$ cat src/rtl/spike_pkg.sv
// Shared definitions for the spike event logger: record layout, output FSM
// encoding and default buffer depth.
package spike_pkg;

   localparam int SPIKE_REC_W   = 16;
   localparam int BYTE_W        = 8;
   localparam int REC_TS_MSB    = 15;
   localparam int REC_TS_LSB    = 8;
   localparam int REC_STATE_MSB = 7;
   localparam int REC_STATE_LSB = 0;
   localparam int DEFAULT_DEPTH = 8;

   typedef enum logic [1:0] {
      IDLE       = 2'd0,
      SEND_TS    = 2'd1,
      SEND_STATE = 2'd2
   } out_state_t;

   function automatic logic [BYTE_W-1:0] rec_ts(input logic [SPIKE_REC_W-1:0] rec);
      return rec[REC_TS_MSB:REC_TS_LSB];
   endfunction

   function automatic logic [BYTE_W-1:0] rec_state(input logic [SPIKE_REC_W-1:0] rec);
      return rec[REC_STATE_MSB:REC_STATE_LSB];
   endfunction

endpackage

$ cat src/rtl/spike_event_logger_if.sv
// Byte-wide valid/ready stream carrying serialized spike records off-chip.
interface spike_event_logger_if;
   import spike_pkg::*;

   logic [BYTE_W-1:0] out_data;
   logic              out_valid;
   logic              out_ready;

   modport master (output out_data, output out_valid, input out_ready);
   modport slave  (input out_data, input out_valid, output out_ready);

endinterface

$ cat src/rtl/spike_fifo.sv
// Small synchronous FIFO with registered count. Read side is combinational so
// the head can be loaded into the consumer's holding register in the pop cycle.
module spike_fifo #(
   parameter int WIDTH = 16,
   parameter int DEPTH = 8
) (
   input  logic                     clk,
   input  logic                     reset_n,
   input  logic                     push,
   input  logic [WIDTH-1:0]         push_data,
   input  logic                     pop,
   output logic [WIDTH-1:0]         pop_data,
   output logic [$clog2(DEPTH):0]   count,
   output logic                     full,
   output logic                     empty
);

   localparam int AW = $clog2(DEPTH);
   localparam logic [AW-1:0] PTR_ONE  = AW'(1);
   localparam logic [AW:0]   CNT_ONE  = (AW+1)'(1);
   localparam logic [AW:0]   CNT_FULL = (AW+1)'(DEPTH);

   logic [WIDTH-1:0] mem [DEPTH];
   logic [AW-1:0]    wr_ptr_reg;
   logic [AW-1:0]    rd_ptr_reg;
   logic [AW:0]      count_reg;
   logic             do_push;
   logic             do_pop;

   assign full     = (count_reg == CNT_FULL);
   assign empty    = (count_reg == '0);
   assign count    = count_reg;
   assign do_push  = push && !full;
   assign do_pop   = pop && !empty;
   assign pop_data = mem[rd_ptr_reg];

   always_ff @(posedge clk) begin
      if (do_push) mem[wr_ptr_reg] <= push_data;
   end

   // Pointers wrap naturally because DEPTH is a power of two.
   always_ff @(posedge clk or negedge reset_n) begin
      if (!reset_n) begin
         wr_ptr_reg <= '0;
         rd_ptr_reg <= '0;
         count_reg  <= '0;
      end else begin
         if (do_push) wr_ptr_reg <= wr_ptr_reg + PTR_ONE;
         if (do_pop)  rd_ptr_reg <= rd_ptr_reg + PTR_ONE;
         case ({do_push, do_pop})
            2'b10:   count_reg <= count_reg + CNT_ONE;
            2'b01:   count_reg <= count_reg - CNT_ONE;
            default: count_reg <= count_reg;
         endcase
      end
   end

endmodule

$ cat src/rtl/spike_event_logger.sv
// Logs spike onsets as {timestamp, membrane state} records, buffers them and
// streams each record as two bytes; drops on a full buffer are flagged and counted.
module spike_event_logger
   import spike_pkg::*;
#(
   parameter int DEPTH    = DEFAULT_DEPTH,
   parameter int TS_WIDTH = 8
) (
   input  logic                    clk,
   input  logic                    reset_n,
   input  logic                    spike_in,
   input  logic [7:0]              state_in,
   input  logic                    clear_overflow,
   spike_event_logger_if.master    out_if,
   output logic [$clog2(DEPTH):0]  fifo_count,
   output logic                    overflow,
   output logic [7:0]              drop_count
);

   logic [TS_WIDTH-1:0]    ts_reg;
   logic                   prev_spike_reg;
   logic                   overflow_reg;
   logic [7:0]             drop_count_reg;
   out_state_t             state_reg, state_next;
   logic [SPIKE_REC_W-1:0] hold_reg, hold_next;
   logic [BYTE_W-1:0]      out_data_reg, out_data_next;
   logic                   out_valid_reg, out_valid_next;

   logic                   onset, fifo_full, fifo_empty, push, drop, pop;
   logic [SPIKE_REC_W-1:0] record, rd_data;

   assign onset  = spike_in && !prev_spike_reg;
   assign push   = onset && !fifo_full;
   assign drop   = onset && fifo_full;
   assign record = {ts_reg, state_in};

   spike_fifo #(.WIDTH(SPIKE_REC_W), .DEPTH(DEPTH)) u_fifo (
      .clk       (clk),
      .reset_n   (reset_n),
      .push      (push),
      .push_data (record),
      .pop       (pop),
      .pop_data  (rd_data),
      .count     (fifo_count),
      .full      (fifo_full),
      .empty     (fifo_empty)
   );

   // prev_spike resets high so a spike already asserted at release is ignored.
   always_ff @(posedge clk or negedge reset_n) begin
      if (!reset_n) begin
         ts_reg         <= '0;
         prev_spike_reg <= 1'b1;
         overflow_reg   <= 1'b0;
         drop_count_reg <= '0;
      end else begin
         ts_reg         <= ts_reg + TS_WIDTH'(1);
         prev_spike_reg <= spike_in;
         if (drop) begin
            overflow_reg   <= 1'b1;
            if (clear_overflow)            drop_count_reg <= 8'd1;
            else if (drop_count_reg != 8'hFF) drop_count_reg <= drop_count_reg + 8'd1;
         end else if (clear_overflow) begin
            overflow_reg   <= 1'b0;
            drop_count_reg <= '0;
         end
      end
   end

   always_ff @(posedge clk or negedge reset_n) begin
      if (!reset_n) begin
         state_reg     <= IDLE;
         hold_reg      <= '0;
         out_data_reg  <= '0;
         out_valid_reg <= 1'b0;
      end else begin
         state_reg     <= state_next;
         hold_reg      <= hold_next;
         out_data_reg  <= out_data_next;
         out_valid_reg <= out_valid_next;
      end
   end

   always_comb begin
      state_next     = state_reg;
      hold_next      = hold_reg;
      out_data_next  = out_data_reg;
      out_valid_next = out_valid_reg;
      pop            = 1'b0;
      case (state_reg)
         IDLE: begin
            if (!fifo_empty) begin
               pop            = 1'b1;
               hold_next      = rd_data;
               out_data_next  = rec_ts(rd_data);
               out_valid_next = 1'b1;
               state_next     = SEND_TS;
            end
         end
         SEND_TS: begin
            out_data_next = out_if.out_ready ? rec_state(hold_reg) : rec_ts(hold_reg);
            if (out_if.out_ready) state_next = SEND_STATE;
         end
         SEND_STATE: begin
            if (out_if.out_ready) begin
               out_valid_next = 1'b0;
               state_next     = IDLE;
            end
         end
         default: begin
            out_valid_next = 1'b0;
            state_next     = IDLE;
         end
      endcase
   end

   assign out_if.out_data  = out_data_reg;
   assign out_if.out_valid = out_valid_reg;
   assign overflow         = overflow_reg;
   assign drop_count       = drop_count_reg;

endmodule

$ cat src/flat_wrapper.sv
// flat-port wrapper written by rule: the top's interface ports become plain ports
module spike_event_logger_flat import spike_pkg::*;
#(
   parameter int DEPTH    = DEFAULT_DEPTH,
   parameter int TS_WIDTH = 8
)
  (clk, reset_n, spike_in, state_in, clear_overflow, fifo_count, overflow, drop_count, out_if_out_data, out_if_out_valid, out_if_out_ready);
  spike_event_logger_if out_if_i ();
  input  logic clk;
  input  logic reset_n;
  input  logic spike_in;
  input  logic [7:0] state_in;
  input  logic clear_overflow;
  output logic [$clog2(DEPTH):0] fifo_count;
  output logic overflow;
  output logic [7:0] drop_count;
  output wire logic [$bits(out_if_i.out_data)-1:0] out_if_out_data;
  output wire logic [$bits(out_if_i.out_valid)-1:0] out_if_out_valid;
  input wire logic [$bits(out_if_i.out_ready)-1:0] out_if_out_ready;
  assign out_if_out_data = out_if_i.out_data;
  assign out_if_out_valid = out_if_i.out_valid;
  assign out_if_i.out_ready = out_if_out_ready;
  spike_event_logger #(.DEPTH(DEPTH), .TS_WIDTH(TS_WIDTH)) u_core (.clk(clk), .reset_n(reset_n), .spike_in(spike_in), .state_in(state_in), .clear_overflow(clear_overflow), .out_if(out_if_i), .fifo_count(fifo_count), .overflow(overflow), .drop_count(drop_count));
endmodule
$ cat config.mk
export PLATFORM = sky130hd
export DESIGN_NAME = spike_event_logger_flat
export DESIGN_NICKNAME = d
export VERILOG_FILES = /design/src/rtl/spike_pkg.sv /design/src/rtl/spike_event_logger_if.sv /design/src/rtl/spike_fifo.sv /design/src/rtl/spike_event_logger.sv /design/src/flat_wrapper.sv
export SDC_FILE = /design/constraint.sdc
export NUM_CORES = 1
export LEC_CHECK = 0
export BUFFER_PORTS_ARGS = -buffer_cell sky130_fd_sc_hd__buf_2
export CELL_PAD_IN_SITES_DETAIL_PLACEMENT = 0
export CELL_PAD_IN_SITES_GLOBAL_PLACEMENT = 2
export CORE_ASPECT_RATIO = 2
export CORE_MARGIN = 2
export CORE_UTILIZATION = 47
export DETAILED_ROUTE_END_ITERATION = 10
export PLACE_DENSITY = 0.77
export RECOVER_POWER = 50
export SYNTH_ARGS = -nofsm -noshare
export SYNTH_HDL_FRONTEND = slang
export SYNTH_HIERARCHICAL = 1
export SYNTH_SLANG_ARGS = --single-unit
$ cat constraint.sdc
create_clock -name clk -period 4.55 [get_ports clk]
set_clock_uncertainty 0.05 [all_clocks]
set_input_delay 0.91 -clock clk [delete_from_list [all_inputs] [get_ports clk]]
set_output_delay 0.91 -clock clk [all_outputs]
set_load 0.01 [all_outputs]
-- After elaboration in Yosys (flattened, before gate mapping)
Memory sizes are Yosys's and may differ from the RTL's.
Cells that the tools add are included.
- register bits after elaboration: 55
- memory bits (writable): 128
- word-level logic and storage cells: 69
- memories: 1
- add/sub/neg operators: 6
- eq/ne operators: 9
- mux-type cells: 21
- bitwise gates (word level): 2
- reduce and logical (&&, ||, !) cells: 19
- memories (name ; depth ; width ; rd ports ; clocked after Yosys merged registers in ; write ports ; line ; text):
    u_core.u_fifo.mem ; 8 ; 16 ; 1 ; 0 ; 1 ; spike_fifo.sv:23 ; logic [WIDTH-1:0] mem [DEPTH];
- operators by type and width (operator ; count):
    $mux W8 ; 6
    $add A8 B1 Y8 const B ; 2
    $pmux W8 S2 ; 1
    $mux W1 ; 8
    $ne A8 B8 Y1 const B ; 1
    $pmux W4 S2 ; 1
    $reduce_bool A2 Y1 ; 4
    $add A3 B1 Y3 const B ; 2
    $mux W2 ; 3
    $ne A2 B2 Y1 const B ; 3
    $pmux W2 S3 ; 1
    $reduce_and A2 Y1 ; 3
    $reduce_and A3 Y1 ; 2
    $logic_and A1 B1 Y1 ; 5
    $add A4 B1 Y4 const B ; 1
    $eq A2 B1 Y1 const B ; 2
    $eq A2 B2 Y1 const B ; 2
    $eq A4 B4 Y1 const B ; 1
    $logic_not A4 Y1 ; 1
    $sub A4 B1 Y4 const B ; 1
    $logic_not A1 Y1 ; 3
    $pmux W1 S3 ; 1
    $logic_not A2 Y1 ; 1
    $not A1 Y1 ; 2

-- Longest topological paths before layout
- depth after elaboration: 6
- depth in mapped cells: 10
- depth with buffers taken out: 9

-- Modules after synthesis
The synthesis kept the hierarchy.
- modules (own cells, without submodules) (module ; times used ; cells an instance ; area each (um^2)):
    spike_fifo ; 1 ; 253 ; 5554.1
    spike_event_logger ; 1 ; 171 ; 2102.0

-- Worst setup path before layout
Ideal clock, no wire load.
- path kind: register to register
- start point: register u_core.u_fifo.count_reg[0], in the netlist u_core/u_fifo/count[0]
- end point: register u_core.u_fifo.count_reg[3], in the netlist u_core/u_fifo/count[3]
- library setup time: 134 ps
- data arrival time: 3000 ps
- required time: 4366 ps
- setup slack: 1366 ps
- stages on the path, launching flop included: 11
- buffers on the path: 1
- clock period less this slack: 3184 ps
- cell sequence: dfrtp_1 > nor4_1 > nor3_4 > buf_4 > o41ai_1 > inv_1 > ha_1 > ha_1 > or4b_2 > o311ai_0 > o211ai_1
- word-level cells in the longest chain between the ends: 6
- elaborated cells between the ends (all ways): 15
- those cells by class: add/sub: 2; eq/ne: 3; mux: 3; reduce/logical: 7
- RTL lines (item ; line ; text):
    start, declared ; spike_fifo.sv:26 ; logic [AW:0] count_reg;
    start signal, assigned ; spike_fifo.sv:51 ; 2'b10: count_reg <= count_reg + CNT_ONE;
    start signal, assigned ; spike_fifo.sv:52 ; 2'b01: count_reg <= count_reg - CNT_ONE;
    start signal, assigned ; spike_fifo.sv:53 ; default: count_reg <= count_reg;
    $logic_not A4 Y1 (*) ; spike_fifo.sv:31 ; assign empty = (count_reg == '0);
    via u_core.fifo_empty ; spike_event_logger.sv:29 ; logic onset, fifo_full, fifo_empty, push, drop, pop;
    $mux W1 (*) ; spike_event_logger.sv:92 ; if (!fifo_empty) begin
    $mux W1 (*) ; spike_event_logger.sv:90 ; case (state_reg)
    via u_core.pop ; spike_event_logger.sv:29 ;
    $logic_and A1 B1 Y1 (*) ; spike_fifo.sv:34 ; assign do_pop = pop && !empty;
    via u_core.u_fifo.do_pop ; spike_fifo.sv:28 ; logic do_pop;
    $eq A2 B1 Y1 / $eq A2 B2 Y1 (equally long branches) ; spike_fifo.sv:50 ; case ({do_push, do_pop})
    $pmux W4 S2 / $reduce_bool A2 Y1 (equally long branches) ; n/a ;
Mark *: on every way through the listed nets, which the timed path passes. The rest lies on a longest branch.
A chain may end at the register's enable or synchronous reset.

-- Final worst setup path
- start point: register u_core.u_fifo.count_reg[0], in the netlist u_core/u_fifo/count[0]
- end point: register u_core.u_fifo.count_reg[3], in the netlist u_core/u_fifo/count[3]
- word-level cells in the longest chain between the ends: 6
- elaborated cells between the ends (all ways): 15
- those cells by class: add/sub: 2; eq/ne: 3; mux: 3; reduce/logical: 7
- RTL lines (item ; line):
    $logic_not A4 Y1 (*) ; spike_fifo.sv:31
    via u_core.fifo_empty ; spike_event_logger.sv:29
    $mux W1 ; spike_event_logger.sv:92
    $mux W1 ; spike_event_logger.sv:90
    $logic_and A1 B1 Y1 (*) ; spike_fifo.sv:34
    via u_core.u_fifo.do_pop ; spike_fifo.sv:28
    $eq A2 B1 Y1 / $eq A2 B2 Y1 (equally long branches) ; spike_fifo.sv:50
    $pmux W4 S2 / $reduce_bool A2 Y1 (equally long branches) ; n/a
Marks and branches as above.

==> impl_metrics.ini <==
[power_and_ir_drop]
p_total_uw = 5029
pwr_density_cell_nw_per_um2 = 586.5
ir_worst_vdd_uv = 277.9
p_leak_uw = 0.003137

[timing]
fin_crit_ns = 3.358
max_freq_mhz = 297.8
max-slew-margin-rel_pct = -32.35
rsz0062_at_grt = no
tightest_slew_ns = 1.985
hold_viol_final = 0
setup-violations-final = 0
finalSetupTns_ns = 0
fin_crit_sh_pct = 73.81
drv_slew = 36

[logic_synthesis]
synth_nets = 445
avgSynthCellArea_um2 = 18.06
synthCells = 424
synth.distinct_cells = 52
ys_warn_count = 6
syn_area_um2 = 7656
synth_edf_count = 128
async_flop_share_pct = 30.05
yosys_register_bits = 183
synth_top_area_share_pct = 50.20
yosysMostFrequentCell = edfxtp_1
synth_common_cells = edfxtp_1 (128), dfrtp_1 (54), mux2_2 (43)
synth_area_leaders = edfxtp_1 (50%), dfrtp_1 (18%), mux4_1 (8.6%)
synthFlopType = edfxtp_1
ys_seq_area_share_pct = 68.20
yosysTopAreaCell = edfxtp_1

[floorplan]
die_h_um = 184.5
io_pins = 35
row_count = 66
start_util_pct = 47.54
core_area_um2 = 16100
fp.dieW_um = 94.25
die_area_um2 = 17390

[cells_and_area]
largest_register_ffs = 128
areaGrowthSynthToFinish_pct = 12.00
fin_cells = 686
drive_gt1_share_pct = 25.10
final_net_count = 490
diodes = 0

[placed_design]
portBuffers = 34
gp_congestion = 0.7290
place_inst = 654
place_hpwl_um = 8081

[clock_network]
tritoncts = built
cts_hold_buf = 0
htree_levels = 4
clk_pin_slew_ns = 0.07
cts.repair.resized = 0
cts_buffers = 17
clk-insertion-delay-late_ns = 0.42
cts_buffer_depth = 2
root_buffer = clkbuf_16
post_cts_buffers = 0
clock-sinks = 183

[route]
ant_nets = 0
routedWlPerCell_um = 20.24
dr.pass1.iters = 4
routed_wl_um = 13890
drt_iter0_drc = 199
viasPerCell = 5.612
vias = 3850
route.detailed.drc = 0

[global_route]
grt_max_degree = 36
grt_usage_pct = 17.34
grt_overflow = 0
grt_pass1_vias = 3811
antenna_found_initial = 0
grt_pass1_wl_um = 21960

[worst_setup_path]
cp-end-kind = flop
worstPathMaxFanout = 11
start_kind = flop
criticalPathCategory = flop to flop
arrival_ns = 3.61
cp.required_ns = 4.80

[run_status]
outcome = complete, but fails checks
violations = capacitance limit, slew limit

[job]
drv_cap = 1

[min_path]
hold_class = flop to flop
metrics by stage:
step	hold WS (ns)	area, µm²	worst slack [ns]	utilization, %
5_1_grt	0.4692	8574	0.7893	53.25
3_3_place_gp	0.4110	8069	1.159	50.11
6_report	0.4385	8574	1.192	53.25
3_5_place_dp	0.4177	8069	1.150	50.11
2_1_floorplan	0.4249	7656	1.366	-
4_1_cts	0.4342	8603	1.375	53.43
final cells by class:
class	count	area, µm²
repair buffers	46	240.2
multi-input cells	210	2281
well taps	204	255.2
fillers	1321	7528
clock inverters	11	93.84
inverters	11	41.29
flip-flops and latches	183	5223
clock buffers	21	440.4
cell families after synthesis:
logic type      Yosys count  share of synthesized area (%)
fa+ha+maj                 8                          1.405
flops                   183                          68.20
buf+inv                  31                          2.108
compound gates           48                          4.445
simple gates             64                          5.099
mux                      78                          17.37
xor+xnor                 12                          1.373
critical path, cell delays in order (launching register included):
cell and delay [ns]:
dfrtp_1 0.47, nor4_1 0.31, clkbuf_1 0.48, nor3_4 0.05, o41ai_1 0.14, inv_1 0.18
ha_1 0.32, ha_1 0.37, or4b_2 0.64, o311ai_0 0.12, o211ai_1 0.11
where the power goes:
part           internal, µW  switching [µW]  total, µW
clock network           710             613       1320
registers              2050             301       2350
logic                   742             618       1360
routing by layer:
layer  vias to the layer above  track usage, %  part of all wire [%]
met3                        17           3.475                   2.6
met2                        61           27.37                    50
met4                         0           5.913                   1.5
met1                      1976           24.21                    46
li1                       1796               -                     -
met5                         -               0                     0
cell usage in the layout (no fill, tap or decap), types with 2 or more instances in the layout:
cell type	synthesis	routed
a211oi_1	3	3
a21oi_1	8	8
a22oi_1	16	16
and3_1	2	2
buf_2	2	24
buf_4	1	10
clkbuf_1	11	16
clkbuf_16	0	17
clkinvlp_4	0	3
dfrtp_1	54	53
edfxtp_1	128	128
ha_1	7	7
inv_1	11	11
inv_6	0	3
mux2_2	43	43
mux2i_1	2	2
mux4_1	25	25
mux4_2	7	7
nand2_1	10	10
nand2b_1	6	6
nand3_1	8	8
nand4_1	4	4
nor2_1	7	8
nor2b_1	4	4
nor3_1	5	3
nor3_2	0	2
nor3b_1	5	5
nor4_1	2	2
o211ai_1	2	2
o21ai_0	11	11
xnor2_1	9	9
xor2_1	3	3
worst paths after layout:
check	startpoint	slack, ns	depth (start not counted)	endpoint
hold reg to reg	u_core/u_fifo/rd_ptr_reg[1]$_DFFE_PN0P_	0.44	2	u_core/u_fifo/rd_ptr_reg[1]$_DFFE_PN0P_
hold / removal	u_core/u_fifo/rd_ptr_reg[1]$_DFFE_PN0P_	0.44	2	u_core/u_fifo/rd_ptr_reg[1]$_DFFE_PN0P_
max in group asynchronous	reset_n	1.38	2	u_core/u_fifo/rd_ptr_reg[0]$_DFFE_PN0P_
setup reg to reg	u_core/u_fifo/count[0]$_DFFE_PN0P_	1.19	10	u_core/u_fifo/count[3]$_DFFE_PN0P_
setup / recovery	u_core/u_fifo/count[0]$_DFFE_PN0P_	1.19	10	u_core/u_fifo/count[3]$_DFFE_PN0P_
min in group asynchronous	reset_n	0.99	1	u_core/hold_reg[1]$_DFFE_PN0P_
Power figures use the tool's default switching activity.
